--- src/rtl/flag_update_sequencer_pkg.sv ---
// Shared condition-code defines, pipe-entry type and helpers for flag_update_sequencer.
// The defines mirror the codebase defines.v; guarded so a second definition is harmless.
`ifndef FLAG_SEQ_DEFINES
`define FLAG_SEQ_DEFINES
`define COND_CODE_WIDTH 4
`define EQ 4'h0
`define NE 4'h1
`define GE 4'hA
`define LT 4'hB
`define GT 4'hC
`define LE 4'hD
`define AL 4'hE
`define DSP_LAT_DEFAULT 4
`endif

package flag_update_sequencer_pkg;

  typedef logic [`COND_CODE_WIDTH-1:0] cond_t;

  typedef struct packed {
    logic  valid;
    logic  setflags;
    cond_t condcode;
  } stage_t;

  localparam cond_t CondAl = `AL;

  function automatic logic is_conditional(input cond_t cc);
    return cc != CondAl;
  endfunction

endpackage

--- src/rtl/flag_update_sequencer_pipe_stage.sv ---
// One entry of the flag-writer tracking pipe; FLUSH_CLR kills the incoming entry on flush.
module flag_pipe_stage
  import flag_update_sequencer_pkg::*;
#(
  parameter bit FLUSH_CLR = 1'b0
) (
  input  logic   clk,
  input  logic   rst,
  input  logic   i_flush,
  input  stage_t i_d,
  output stage_t o_q
);

  stage_t r_q;

  always_ff @(posedge clk) begin
    if (rst) begin
      r_q.valid    <= 1'b0;
      r_q.setflags <= 1'b0;
      r_q.condcode <= CondAl;
    end else begin
      r_q <= i_d;
      if (FLUSH_CLR && i_flush) begin
        r_q.valid <= 1'b0;
      end
    end
  end

  assign o_q = r_q;

endmodule

--- src/rtl/flag_update_sequencer.sv ---
// Tracks flag-setting instructions through the DSP execute pipe, aligns sr_we_o with P and
// stalls dependent conditionals. Optional stall counter under FLAG_STALL_CNT_EN.
module flag_update_sequencer
  import flag_update_sequencer_pkg::*;
#(
  parameter int unsigned DSP_LAT  = `DSP_LAT_DEFAULT,
  parameter int unsigned COND_LAT = 2
) (
  input  logic                         clk,
  input  logic                         rst,
  input  logic                         issue_valid_i,
  input  logic                         issue_setflags_i,
  input  logic [`COND_CODE_WIDTH-1:0]  issue_condcode_i,
  output logic                         ready_o,
  input  logic                         flush_i,
  output logic                         sr_we_o,
  output logic [`COND_CODE_WIDTH-1:0]  condcode_o,
  output logic                         cond_valid_o,
  output logic [$clog2(DSP_LAT+1)-1:0] pending_o
`ifdef FLAG_STALL_CNT_EN
  ,
  output logic [15:0]                  stall_cnt_o
`endif
);

  localparam int unsigned HAZ_WIN = DSP_LAT - COND_LAT;
  localparam int unsigned PW      = $clog2(DSP_LAT + 1);

  stage_t w_stage_d [DSP_LAT];
  stage_t w_stage_q [DSP_LAT];
  logic   w_accept;
  logic [PW-1:0] w_pending;

  assign w_accept = issue_valid_i & ready_o & ~flush_i;

  // Stages below COND_LAT receive entries that have not yet reached evaluation.
  for (genvar k = 0; k < DSP_LAT; k++) begin : g_stage
    if (k == 0) begin : g_in
      assign w_stage_d[k] = '{valid: w_accept, setflags: issue_setflags_i,
                              condcode: issue_condcode_i};
    end else begin : g_link
      assign w_stage_d[k] = w_stage_q[k-1];
    end

    flag_pipe_stage #(
      .FLUSH_CLR(k < COND_LAT)
    ) u_stage (
      .clk    (clk),
      .rst    (rst),
      .i_flush(flush_i),
      .i_d    (w_stage_d[k]),
      .o_q    (w_stage_q[k])
    );
  end

  if (HAZ_WIN == 0) begin : g_no_haz
    assign ready_o = 1'b1;
  end else begin : g_haz
    logic w_hazard;
    always_comb begin
      w_hazard = 1'b0;
      for (int unsigned k = 0; k < HAZ_WIN; k++) begin
        w_hazard = w_hazard | (w_stage_q[k].valid & w_stage_q[k].setflags);
      end
    end
    assign ready_o = ~(issue_valid_i & is_conditional(issue_condcode_i) & w_hazard);
  end

  // Live writer count equals flag-setting entries present in the pipe.
  always_comb begin
    w_pending = '0;
    for (int unsigned k = 0; k < DSP_LAT; k++) begin
      w_pending = w_pending + PW'(w_stage_q[k].valid & w_stage_q[k].setflags);
    end
  end

  assign pending_o    = w_pending;
  assign sr_we_o      = w_stage_q[DSP_LAT-1].valid & w_stage_q[DSP_LAT-1].setflags;
  assign cond_valid_o = w_stage_q[COND_LAT-1].valid;
  assign condcode_o   = w_stage_q[COND_LAT-1].valid ? w_stage_q[COND_LAT-1].condcode : CondAl;

`ifdef FLAG_STALL_CNT_EN
  logic [15:0] r_stall_cnt;

  always_ff @(posedge clk) begin
    if (rst) begin
      r_stall_cnt <= '0;
    end else if (issue_valid_i && !ready_o && r_stall_cnt != 16'hFFFF) begin
      r_stall_cnt <= r_stall_cnt + 16'd1;
    end
  end

  assign stall_cnt_o = r_stall_cnt;
`endif

endmodule

--- config.mk ---
export PLATFORM = sky130hd
export DESIGN_NAME = flag_update_sequencer
export DESIGN_NICKNAME = d
export VERILOG_FILES = /design/src/rtl/flag_update_sequencer_pkg.sv /design/src/rtl/flag_update_sequencer_pipe_stage.sv /design/src/rtl/flag_update_sequencer.sv
export SDC_FILE = /design/constraint.sdc
export NUM_CORES = 1
export LEC_CHECK = 0
export ABC_AREA = 1
export CORE_AREA = 2 2 39 41
export DETAILED_ROUTE_END_ITERATION = 10
export DIE_AREA = 0 0 41 43
export PLACE_DENSITY = 0.78
export SLEW_MARGIN = 40
export SYNTH_ARGS = -nofsm -noshare
export SYNTH_HDL_FRONTEND = slang
export SYNTH_SLANG_ARGS = --single-unit
--- constraint.sdc ---
create_clock -name clk -period 2.4 [get_ports clk]
set_input_delay 0.48 -clock clk [delete_from_list [all_inputs] [get_ports clk]]
set_output_delay 0.48 -clock clk [all_outputs]
set_load 0.01 [all_outputs]
==> flow_summary.ini <==
[run_status]
outcome = finished clean

[layout]
diodes = 0
final_area_um2 = 802
syn_to_final_growth_pct = 38.1
drive_above_1_share_pct = 11.4
largest_register_ffs = 16
nets = 101

[hold_path]
hold_class = reg -> reg
holdPathStages = 2

[sta]
setup_viol = 0
period_needed_ns = 2.28
clock_skew_ns = 0.00101
timing.final.crit_share_pct = 94.8
final_max_slew_viol_count = 0
rsz0062_at_grt = false
max_freq_mhz = 440
slew_headroom_pct = 66.3
tightestPinTransition_ns = 0.504
tns_ns = 0
final-hold-violation-count = 0

[power]
power_frac_clock_pct = 35.1
p_leak_nw = 0.398
power_frac_comb_pct = 6.5
p_sw_uw = 89.1
power.total_uw = 475
vdd_drop_max_mv = 0.326
p_int_uw = 386
p_sw_share_pct = 18.8
p_seq_share_pct = 58.4
power_density_nw_per_um2 = 592

[worst_setup_path]
critPathKind = reg -> out
worstSetupEndpointType = output port
critical_path.startpoint_type = flop
crit_arrival_ns = 1.80
cp_max_fo = 2
cp_data_required_time_ns = 1.92
rr_worst_depth = 5

[drt]
route.vias.total = 427
wl_per_cell_um = 7.46
firstDrtPassIters = 4
viasPerCell = 4.11
remaining_drc_errors = 0
drt-total-wl_um = 776
drt-initial-drc-count = 3
ant_nets = 0

[yosys]
syn_area_um2 = 581
netlist_instances = 66
ys_types = 10
avgSynthCellArea_um2 = 8.80
syn_nets = 78
ys_seq_area_share_pct = 55.2
ys_ff_latch = 16
synth_warnings = 0

[placement]
finalWeightedCongestion = 0.594
io_buffers = 18
dp_hpwl_um = 631
placed_area_um2 = 777

[clock_network]
clockRootBuffer = clkbuf_4
cts.sinks = 16
clk_pin_slew_ns = 0.08
cts-buffers-inserted = 3
ctsHtreeMaxLevel = 1
cts_tree = yes
clock_path_buffers = 2
clk_latency_ns = 0.27

[global_routing]
use_met3_pct = 6.28
grt_pass1_vias = 308
antenna_found_initial = 0
grt-busiest-layer = met2
grt_max_degree = 17
grt_pass1_wl_um = 1170
met1_usage_pct = 12.0
grt_usage_pct = 11.1
met2_usage_pct = 13.4
gr-total-overflow = 0

[die]
start_util_pct = 42.0
ios = 19
design.die.area_um2 = 1760
core_area_um2 = 1380
die_h_um = 43
die_x_um = 41
fp-row-count = 14

[run]
drv_cap = 0
[per-stage QoR]
| step | utilization [%] | worst slack [ns] | hold slack [ns] | std cells |
|---|---|---|---|---|
| 3_5_place_dp | 56.1 | 0.0300 | 0.393 | 100 |
| 3_3_place_gp | 56.1 | 0.0623 | 0.386 | 100 |
| 6_report | 58.0 | 0.125 | 0.406 | 104 |
| 5_1_grt | 58.0 | 0.00137 | 0.422 | 104 |
| 2_1_floorplan | - | 0.441 | 0.383 | 66 |
| 4_1_cts | 58.7 | 0.00120 | 0.408 | 104 |
[final timing paths]
check                                                from                   endpoint  slack (ns)
worst max-delay path            g_stage[3].u_stage.o_q[5]               pending_o[1]        0.12
worst min register to register  g_stage[0].u_stage.o_q[0]  g_stage[1].u_stage.o_q[0]        0.41
worst max register to register  g_stage[0].u_stage.o_q[4]  g_stage[0].u_stage.o_q[5]        1.60
worst min-delay path            g_stage[0].u_stage.o_q[0]  g_stage[1].u_stage.o_q[0]        0.41
[worst max-delay path, cell delays in order (launching register included)]
cell     delay [ns]
dfxtp_1        0.30
nand2_1        0.05
inv_1          0.06
fa_1           0.47
ha_1           0.21
ha_1           0.28
buf_2          0.14
[Yosys cell counts]
cell | number | area share, %
dfxtp_1 | 16 | 55
inv_1 | 14 | 9.1
buf_6 | 1 | 1.9
fa_1 | 1 | 3.4
ha_1 | 2 | 4.3
or2_1 | 7 | 7.5
nor3b_2 | 1 | 2.2
or2_2 | 2 | 2.2
nand2_1 | 10 | 6.5
nor2_1 | 12 | 7.8
[cells in the final DEF, fill, tap and decap left out, drive strengths merged]
master / instances
buf: 2
clkbuf: 5
clkdlybuf4s50: 15
dfxtp: 16
dlygate4sd2: 1
fa: 1
ha: 2
inv: 14
nand2: 10
nor2: 12
nor3b: 1
or2: 9
[power by group through the flow]
stage                     clock (mW)  sequential [mW]  combinational (mW)
after floorplan                    0            0.283              0.0137
after global placement             0            0.283              0.0305
after detailed placement           0            0.284              0.0315
after CTS                      0.175            0.278              0.0312
after global routing           0.187            0.278              0.0341
final                          0.167            0.277              0.0307
[area by class of cell]
type	count	area, um^2
Clock buffer	4	36.3
Fill cell	140	582
Inverter	14	52.6
Multi-Input combinational cell	35	196
Sequential cell	16	320
Tap cell	16	20.0
Timing Repair Buffer	19	176
[repair_timing]
item,4_1_cts,5_1_grt
buffers inserted,0,0
gates resized for setup,5,3
hold buffers,0,0
endpoints found under the setup margin,3,2
[kinds of logic after synthesis]
family,count (synthesis),share of synthesized area (%)
and+or+nand+nor,32,26.1
DFF,16,55.2
buffers and inverters,15,11.0
adders and majority gates,3,7.76
[per-layer routing]
| layer | vias to the layer above | share of wire, % |
|---|---|---|
| met1 | 178 | 43 |
| met2 | 17 | 45 |
| li1 | 230 | - |
| met5 | - | 0 |
| met3 | 2 | 9.1 |
| met4 | 0 | 2.4 |
(Power assumes the default switching activity.)
